<file path="src/rtl/fetch_unit.sv">
// fetch_unit: PC owner issuing in-order imem requests into a small decode queue,
// squashing the queue and in-flight responses on a branch redirect.
module fetch_unit #(
  parameter logic [31:0] RESET_PC = 32'h0000_0000,
  parameter int          QDEPTH   = 2
) (
  input  logic        clk,
  input  logic        rst,
  input  logic        NextPCSrc,
  input  logic [31:0] BranchTarget,
  output logic        IMemReqValid,
  input  logic        IMemReqReady,
  output logic [31:0] IMemReqAddr,
  input  logic        IMemRspValid,
  input  logic [31:0] IMemRspData,
  output logic        InstValid,
  input  logic        InstReady,
  output logic [31:0] Inst,
  output logic [31:0] InstPC
);
  localparam int CW = $clog2(QDEPTH) + 1;
  localparam int PW = $clog2(QDEPTH);
  logic [31:0] fetch_pc_q, fetch_pc_d;
  logic [CW-1:0] out_q, out_d, cnt_q, cnt_d, drop_q, drop_d;
  logic [PW-1:0] pf_wr_q, pf_wr_d, pf_rd_q, pf_rd_d, hd_q, hd_d, tl_q, tl_d;
  logic [31:0] pf_q [QDEPTH];
  logic [31:0] qd_q [QDEPTH];
  logic [31:0] qp_q [QDEPTH];
  logic req_fire, push, pop;
  function automatic logic [PW-1:0] inc(input logic [PW-1:0] p);
    return (p == PW'(QDEPTH - 1)) ? '0 : p + 1'b1;
  endfunction
  assign IMemReqValid = !rst && !NextPCSrc && drop_q == '0 &&
                        ({1'b0, out_q} + {1'b0, cnt_q}) < (CW+1)'(QDEPTH);
  assign IMemReqAddr  = fetch_pc_q;
  assign req_fire     = IMemReqValid && IMemReqReady;
  assign InstValid    = cnt_q != '0;
  assign Inst         = InstValid ? qd_q[hd_q] : '0;
  assign InstPC       = InstValid ? qp_q[hd_q] : '0;
  assign pop          = InstValid && InstReady;
  // A response landing in the redirect cycle belongs to the wrong path.
  assign push         = IMemRspValid && drop_q == '0 && !NextPCSrc;
  always_comb begin
    fetch_pc_d = NextPCSrc ? {BranchTarget[31:2], 2'b00} : req_fire ? fetch_pc_q + 32'd4 : fetch_pc_q;
    out_d      = out_q + CW'(req_fire) - CW'(IMemRspValid);
    drop_d     = NextPCSrc ? out_q - CW'(IMemRspValid) : (IMemRspValid && drop_q != '0) ? drop_q - 1'b1 : drop_q;
    cnt_d      = NextPCSrc ? '0 : cnt_q + CW'(push) - CW'(pop);
    hd_d       = NextPCSrc ? '0 : pop ? inc(hd_q) : hd_q;
    tl_d       = NextPCSrc ? '0 : push ? inc(tl_q) : tl_q;
    pf_wr_d    = req_fire ? inc(pf_wr_q) : pf_wr_q;
    pf_rd_d    = IMemRspValid ? inc(pf_rd_q) : pf_rd_q;
  end
  always_ff @(posedge clk or posedge rst) begin
    if (rst) begin
      fetch_pc_q <= RESET_PC;
      out_q      <= '0;
      cnt_q      <= '0;
      drop_q     <= '0;
      hd_q       <= '0;
      tl_q       <= '0;
      pf_wr_q    <= '0;
      pf_rd_q    <= '0;
    end else begin
      fetch_pc_q <= fetch_pc_d;
      out_q      <= out_d;
      cnt_q      <= cnt_d;
      drop_q     <= drop_d;
      hd_q       <= hd_d;
      tl_q       <= tl_d;
      pf_wr_q    <= pf_wr_d;
      pf_rd_q    <= pf_rd_d;
    end
  end
  always_ff @(posedge clk) begin
    if (req_fire) pf_q[pf_wr_q] <= fetch_pc_q;
    if (push) begin
      qd_q[tl_q] <= IMemRspData;
      qp_q[tl_q] <= pf_q[pf_rd_q];
    end
  end
  assert property (@(posedge clk) disable iff (rst) !(push && !pop && cnt_q == CW'(QDEPTH)));
endmodule

</file>
<file path="config.mk">
export PLATFORM = sky130hd
export DESIGN_NAME = fetch_unit
export DESIGN_NICKNAME = d
export VERILOG_FILES = /design/src/rtl/fetch_unit.sv
export SDC_FILE = /design/constraint.sdc
export NUM_CORES = 1
export LEC_CHECK = 0
export BUFFER_PORTS_ARGS = -buffer_cell sky130_fd_sc_hd__buf_2
export CORE_UTILIZATION = 40
export DETAILED_ROUTE_END_ITERATION = 12
export SLEW_MARGIN = 20
export SYNTH_ARGS = -nofsm -noshare
export SYNTH_HDL_FRONTEND = slang
export SYNTH_SLANG_ARGS = --single-unit
</file>
<file path="constraint.sdc">
create_clock -name clk -period 4.5 [get_ports clk]
set_clock_uncertainty 0.1 [all_clocks]
set_input_delay 0.45 -clock clk [delete_from_list [all_inputs] [get_ports clk]]
set_output_delay 0.45 -clock clk [all_outputs]
set_load 0.01 [all_outputs]
</file>
# After elaboration in Yosys (flattened, before gate mapping)
# Memory sizes are Yosys's and may differ from the RTL's.
# Cells that the tools add are included.
# Widths: inputs -> output; s select.
[word_totals]
ff_bits = 42
latch_bits = 0
ram_bits = 192
romBits = 0
input_bits = 70
output_inout_bits = 98
mem_count = 3
[op_classes]
addsub = 12
multipliers = 0
div = 0
order_cmp = 1
eq_ne = 0
n_shift = 0
n_mux = 19
n_bitwise = 0
n_reduce_logical = 17
[memory_table]
columns = ["name", "depth", "word_bits", "read_ports", "rd_clocked_by_memory_dff", "wr", "line", "source"]
rows = [
  ["pf_q", 2, 32, 1, 0, 1, "26", "logic [31:0] pf_q [QDEPTH];"],
  ["qd_q", 2, 32, 1, 0, 1, "27", "logic [31:0] qd_q [QDEPTH];"],
  ["qp_q", 2, 32, 1, 0, 1, "28", "logic [31:0] qp_q [QDEPTH];"],
]
[op_table]
columns = ["cell", "count"]
rows = [
  ["$mux 32", 4],
  ["$add 32x3->32 const B", 1],
  ["$mux 1", 12],
  ["$reduce_bool 2->1", 6],
  ["$logic_and 1x1->1", 8],
  ["$mux 2", 3],
  ["$sub 2x1->2", 3],
  ["$add 1x1->1 const B", 4],
  ["$add 2x1->2", 2],
  ["$add 2x2->3", 1],
  ["$lt 3x2->1 const B", 1],
  ["$logic_not 1->1", 2],
  ["$logic_not 2->1", 1],
  ["$sub 2x1->2 const B", 1],
]

# Depth between registers and ports, before layout
# Gate-level depths: netlist of the first run.
[logic_depth]
ltp_word = 7
depth_mapped = 13
depth_no_buf = 10

# Least setup slack after synthesis of the first run
# Ideal clock, no wire load.
[synth_timing]
path_type = "reg-to-reg"
from = "register drop_q[0]"
to = "memory qd_q[0][0] (enable)"
arrival_time_ps = 3452
setup_slack_ps = 466
stages_incl_launch_ff = 6
path_buffers = 0
period_less_slack_ps = 4034
cell_sequence = "dfrtp_1 inv_1 ha_1 nor2b_1 nand2_1 nor2_1"
[synth_via]
elab_chain_len = 5
[synth_lines]
columns = ["item", "line", "source"]
rows = [
  ["from (decl)", "24", "logic [CW-1:0] out_q, out_d, cnt_q, cnt_d, drop_q, drop_d;"],
  ["from (signal assigned)", "67", "drop_q <= drop_d;"],
  ["$logic_not 2->1", "42", "assign push = IMemRspValid && drop_q == '0 && !NextPCSrc;"],
  ["$logic_and 1x1->1 (2 in a row)", "42", ""],
  ["$mux 1", "76", "if (push) begin"],
  ["$mux 1 (not written as such)", "77", "qd_q[tl_q] <= IMemRspData;"],
  ["to (decl)", "27", ""],
]
# Every way passes these cells.

# Worst setup path in the final report of the first run
[layout_timing]
from = "register cnt_q[0]"
to = "memory pf_q[0][30] (enable)"
[layout_via]
elab_chain_len = 6
[layout_lines]
columns = ["item", "line", "source"]
rows = [
  ["from (decl)", "24", ""],
  ["from (signal assigned)", "66", "cnt_q <= cnt_d;"],
  ["$add 2x2->3", "34", "({1'b0, out_q} + {1'b0, cnt_q}) < (CW+1)'(QDEPTH);"],
  ["$lt 3x2->1", "34", ""],
  ["$logic_and 1x1->1", "33", "assign IMemReqValid = !rst && !NextPCSrc && drop_q == '0 &&"],
  ["$logic_and 1x1->1", "36", "assign req_fire = IMemReqValid && IMemReqReady;"],
  ["$mux 1", "75", "if (req_fire) pf_q[pf_wr_q] <= fetch_pc_q;"],
  ["$mux 1 (not written as such)", "75", ""],
  ["to (decl)", "26", ""],
]
# Every way passes these cells.

==> results_dict.tcl, run 1 <==
set metrics [dict create \
    whs_path_depth 1 \
    nets 878 \
    clk_pin_slew_worst_paths_ns 0.06 \
    port_buffers 161 \
    rows 55 \
    fmax_mhz 291 \
    finalHoldViolations 0 \
    syn_area_per_cell_sq_um 14.7 \
    end_kind "flop" \
    power_leakage_nw 4.22 \
    avgRoutedWirePerCell_microns 18.3 \
    synthTopCellsByCount "184 x edfxtp_1, 82 x nor2_1, 64 x mux2i_1, 40 x dfrtp_1, 30 x mux2_2" \
    ir_drop_mv 0.268 \
    timing.hold.worst.start "IMemRspData[14]" \
    synthTopCellsByArea "edfxtp_1 60%, dfrtp_1 11%, mux2i_1 6.9%" \
    syn_to_final_growth_pct 20.0 \
    min_period_ns 3.44 \
    hold_class "input port to flop" \
    holdBufCountCts 1 \
    grt_max_degree 54 \
    globalRouteOverflowTotal 0 \
    clkPwrFrac_pct 31.8 \
    cts-root-buf "clkbuf_16" \
    drv_slew 0 \
    die_area_sq_um 23800 \
    viasPerCell 5.28 \
    synth_seq_area_share_pct 70.4 \
    drt_iter0_drc 299 \
    start_kind "flop" \
    cpMaxStageDelayCell "and3_2" \
    grt_setup_unrepaired "false" \
    synth_seq_cells 224 \
    grt_pass1_vias 5698 \
    antenna_found_initial 0 \
    ff2ff_path_depth 7 \
    cts_buffers 24 \
    cts_sinks 224 \
    async_flop_share_pct 17.9 \
    die_w_microns 154 \
    setup_violations 0 \
    grt_util_all_layers_pct 16.9 \
    worst-path-buf-inv 2 \
    r2r-start "cnt_q[0]$_DFF_PP0_" \
    design.portCount 168 \
    maxCapViolCount 0 \
    syn_inst 629 \
    syn-cell-area_sq_um 9270 \
    p_sw_mw 1.54 \
    critical_path.cell_chain "and2_1, fa_1, nor3_1, and3_2, inv_1, nor2_2, buf_4" \
    num_vias 5811 \
    relSlewSlack_pct 36.5 \
    first_pass_iters 5 \
    drive_gt1_share_pct 30.5 \
    synth-edff-count 184 \
    cp.arrival_ns 3.53 \
    start_util_pct 40.8 \
    clock_latency_ns 0.51 \
    postCtsResizedCells 0 \
    internal-power_mw 3.96 \
    switching_share_pct 28.0 \
    powerDensity_nw_per_um2 495 \
    worstSetupPathType "flop to flop" \
    clockBufferDepth 3 \
    yosysUniqueCellTypes 53 \
    synth_top_area_share_pct 59.6 \
    postRouteAntennaNets 0 \
    timing.rr.end "pf_q[0][30]$_DFFE_PP_" \
    drc 0 \
    grt_pass1_wl_mm 31.2 \
    wl_mm 20.2 \
    crit_start "cnt_q[0]$_DFF_PP0_" \
    gp_congestion 0.782 \
    antenna_cells 0 \
    path_max_fanout 20 \
    synth_most_common_cell "edfxtp_1" \
    synth_flop_cell "edfxtp_1" \
    finalCritPeriodShare_pct 76.4 \
    die_h_microns 154 \
    slowest_delay_ns 0.50 \
    cts_setup_buffers 0 \
    cp_top_family "simple AND/OR/NAND/NOR gates" \
    synth_area_leader_cell "edfxtp_1" \
    hold_slack_ns 0.0260 \
    setup_tns_ns 0 \
    place.detailed.hpwl_mm 13.5 \
    combinationalPowerShare_pct 20.5 \
    holdPathEnd "qd_q[0][14]$_DFFE_PP_" \
    rrSetupSlack_ns 1.06 \
    total_power_mw 5.50 \
    tightestPinTransition_ns 0.952 \
    yosysWarnings 0 \
    tritoncts "built" \
    status "completed" \
    required_ns 4.59 \
    p_seq_share_pct 47.7 \
    htree_levels 1 \
    core_sq_um 22700 \
]
==> layout make-up <==
cell class	count	area, sq um
clock buffer	34	659
clock inverter	8	33.8
fill	1952	11600
inverter	10	37.5
multi-input combinational	365	2570
sequential	224	6530
tap	285	357
timing repair buffer	175	926
==> power groups by stage <==
stage | Sequential (mW) | Clock [mW] | Combinational (mW)
global route | 2.64 | 1.88 | 1.24
detailed placement | 2.67 | 0 | 1.14
floorplan | 2.58 | 0 | 0.777
CTS | 2.63 | 1.80 | 1.15
global placement | 2.66 | 0 | 1.12
finish | 2.62 | 1.75 | 1.13
==> logic make-up after synthesis <==
family          synth area share, %
flops                          70.4
xor+xnor                      0.945
other cells                  0.0405
simple gates                   10.1
fa+ha+maj                      1.16
buf+inv                        2.13
mux                            10.6
compound gates                 4.65
==> sequential cells by signal (all words and copies together), names as in the netlist <==
register and cells:
pf_q 60, qp_q 60, pf_wr_q 1, cnt_q 2, qd_q 64, IMemReqAddr 30, tl_q 1, hd_q 1
pf_rd_q 1, drop_q 2, out_q 2
==> through the flow <==
step                area [sq um]  std cells  setup WS (ns)  utilization (%)
floorplan                   9280        632          0.466                -
global placement           10400       1058           1.09             45.8
detailed placement         10400       1058           1.04             45.8
CTS                        11100       1101          0.997             48.9
global route               11100       1101          0.827             49.0
finish                     11100       1101           1.06             49.0
==> layer usage <==
layer / up-vias / track usage (%) / part of all wire [%]
met1: 2846 / 21.4 / 42
met3: 29 / 2.89 / 6.3
met2: 229 / 29.0 / 49
li1: 2707 / - / -
met5: - / 0 / 0
met4: 0 / 6.10 / 2.4
==> placed cells by master (no fill, tap or decap), types with 6 or more instances in the layout <==
master and count:
edfxtp_1 184, buf_2 161, nor2_1 78, mux2i_1 64, dfrtp_1 39, mux2_2 30
nand2_1 28, clkbuf_16 25, o21ai_0 22, nand3_1 17, nand4_1 12, buf_4 12
inv_1 10, a221o_1 9, clkbuf_1 9, nor2b_1 8, o311ai_0 8, and2_1 7
xnor2_1 7, ha_1 7, and3_1 6
==> worst max-delay path by stage <==
stage / end / slack [ns] / cells past startpoint
finish: pf_q[0][30]$_DFFE_PP_ / 1.06 / 7
global route: pf_q[0][14]$_DFFE_PP_ / 0.83 / 7
CTS: pf_q[0][30]$_DFFE_PP_ / 1.0 / 7
detailed placement: pf_q[0][24]$_DFFE_PP_ / 1.04 / 7
global placement: pf_q[0][12]$_DFFE_PP_ / 1.09 / 7
floorplan: qd_q[0][0]$_DFFE_PP_ / 0.47 / 5
Power figures use the tool's default switching activity.
==> inputs of run 2 (changes only) <==
==> constraint.sdc (replaced) <==
create_clock -name clk -period 3.55 [get_ports clk]
set_clock_uncertainty 0.1 [all_clocks]
set_input_delay 0.355 -clock clk [delete_from_list [all_inputs] [get_ports clk]]
set_output_delay 0.355 -clock clk [all_outputs]
set_load 0.01 [all_outputs]
==> run 2 against run 1 <==
  * Via count increased by 2.3%
  * Count of clock-buffer cells in the layout decreased by 6
  * Worst hold slack got worse by 0.012 ns
  * Routed wire length increased by 0.77%
  * Maximum frequency increased by 23%
  * Die area unchanged
  * Sequential power increased by 28%
  * Global-route usage increased by 0.32 points
  * Setup slack got worse by 0.31 ns
  * Critical path type unchanged
==> results_dict.tcl, run 2 (synthesis gave the netlist of run 1 again) <==
set metrics [dict create \
    status "completed" \
    grt_pass1_wl_mm 32.1 \
    num_vias 5945 \
    powerDensity_nw_per_um2 612 \
    wl_mm 20.3 \
    crit_start "cnt_q[0]$_DFF_PP0_" \
    fmax_mhz 357 \
    antenna_found_initial 0 \
    clock_latency_ns 0.51 \
    die_w_microns 154 \
    largest_register_ffs 64 \
    design.portCount 168 \
    clockBufferDepth 3 \
    whs_path_depth 2 \
    cts_buffers 24 \
    core_sq_um 22700 \
    antenna_cells 0 \
    final_cell_mix "184 x edfxtp_1, 161 x buf_2, 79 x nor2_1, 64 x mux2i_1, 52 x dlygate4sd3_1" \
    setup_tns_ns 0 \
    die_area_sq_um 23800 \
    grt_pass1_vias 6132 \
    cpMaxStageDelayCell "fa_1" \
    final_common_cell "edfxtp_1" \
    path_max_fanout 21 \
    power_leakage_nw 4.48 \
    gp_congestion 0.801 \
    post-place-ws_ns 0.760 \
    end_kind "flop" \
    holdPathEnd "IMemReqAddr[24]$_DFFE_PP0P_" \
    instances_no_fill 1156 \
    ff2ff_path_depth 8 \
    setup_violations 0 \
    grt_util_all_layers_pct 17.2 \
    required_ns 3.63 \
    rows 55 \
    syn_to_final_growth_pct 26.5 \
    drive_gt1_share_pct 29.5 \
    start_util_pct 40.8 \
    postCtsResizedCells 0 \
    hold_slack_ns 0.0138 \
    slowest_delay_ns 0.44 \
    tightestPinTransition_ns 0.836 \
    ir_drop_mv 0.292 \
    nets 931 \
    maxCapViolCount 0 \
    min_period_ns 2.80 \
    start_kind "flop" \
    avgRoutedWirePerCell_microns 17.6 \
    htree_levels 1 \
    hold_class "input port to flop" \
    r2r-start "cnt_q[0]$_DFF_PP0_" \
    cts_sinks 224 \
    worstSetupPathType "flop to flop" \
    critical_path.most_common_cell "buf_4" \
    cts_setup_buffers 0 \
    cp.arrival_ns 2.88 \
    port_buffers 161 \
    drv_slew 0 \
    finalCritPeriodShare_pct 79.0 \
    die_h_microns 154 \
    postPlaceCellArea_sq_um 10400 \
    tritoncts "built" \
    drc 0 \
    timing.rr.end "pf_q[0][29]$_DFFE_PP_" \
    viasPerCell 5.14 \
    rrSetupSlack_ns 0.75 \
    grt_max_degree 63 \
    timing.hold.worst.start "BranchTarget[24]" \
    drt_iter0_drc 385 \
    finalHoldViolations 0 \
    postRouteAntennaNets 0 \
    fin_ws_ns 0.747 \
    clk_pin_slew_worst_paths_ns 0.06 \
    cts-root-buf "clkbuf_16" \
    relSlewSlack_pct 44.3 \
    first_pass_iters 5 \
    top_regs "qd_q x64, pf_q x60, qp_q x60" \
    grt_setup_unrepaired "false" \
    placedCellCount 1060 \
    place.detailed.hpwl_mm 13.2 \
    regMostFlops "qd_q" \
    holdBufCountCts 52 \
    globalRouteOverflowTotal 0 \
    final_area_sq_um 11700 \
    critical_path.cell_chain "and2_1, fa_1, nor3_1, and3_2, inv_1, buf_4, nor2_2, buf_4" \
]
## run 2: per-layer routing
layer / share of wire [%] / up-vias / GRT usage (%)
met5: 0 / - / 0
met4: 2.2 / 0 / 5.33
met3: 5.8 / 31 / 2.61
met2: 51 / 223 / 31.1
met1: 41 / 2880 / 21.1
li1: - / 2811 / -
## run 2: worst max path at each step
stage | slack [ns] | cells after the start | end
finish | 0.75 | 8 | pf_q[0][29]$_DFFE_PP_
global route | 0.60 | 8 | pf_q[0][13]$_DFFE_PP_
CTS | 0.73 | 4 | Inst[21]
detailed placement | 0.76 | 8 | pf_q[0][20]$_DFFE_PP_
global placement | 0.78 | 8 | pf_q[0][20]$_DFFE_PP_
floorplan | 0.38 | 9 | pf_q[0][10]$_DFFE_PP_
## run 2: per-stage QoR
step,util (%),power (mW)
final,51.6,7.17
after global routing,51.6,7.51
after CTS,51.6,7.27
after detailed placement,46.0,4.84
after global placement,46.0,4.79
after floorplan,-,4.26
## run 2: power breakdown
| group | switching, mW | internal [mW] |
|---|---|---|
| Combinational | 0.773 | 0.677 |
| Clock | 0.956 | 1.42 |
| Sequential | 0.251 | 3.09 |
| Total | 1.98 | 5.19 |
## run 2: final cells by class
type / count / area, sq um
timing repair buffer: 228 / 1460
tap: 285 / 357
clock inverter: 16 / 125
sequential: 224 / 6530
inverter: 10 / 37.5
clock buffer: 28 / 637
fill: 1948 / 11000
multi-input combinational: 365 / 2570
## run 2: critical path: cells and delay by family (launching register included)
family | cells | cell delay (ns)
simple gates | 4 | 0.79
buf+inv | 3 | 0.73
fa+ha+maj | 1 | 0.44
flops | 1 | 0.43
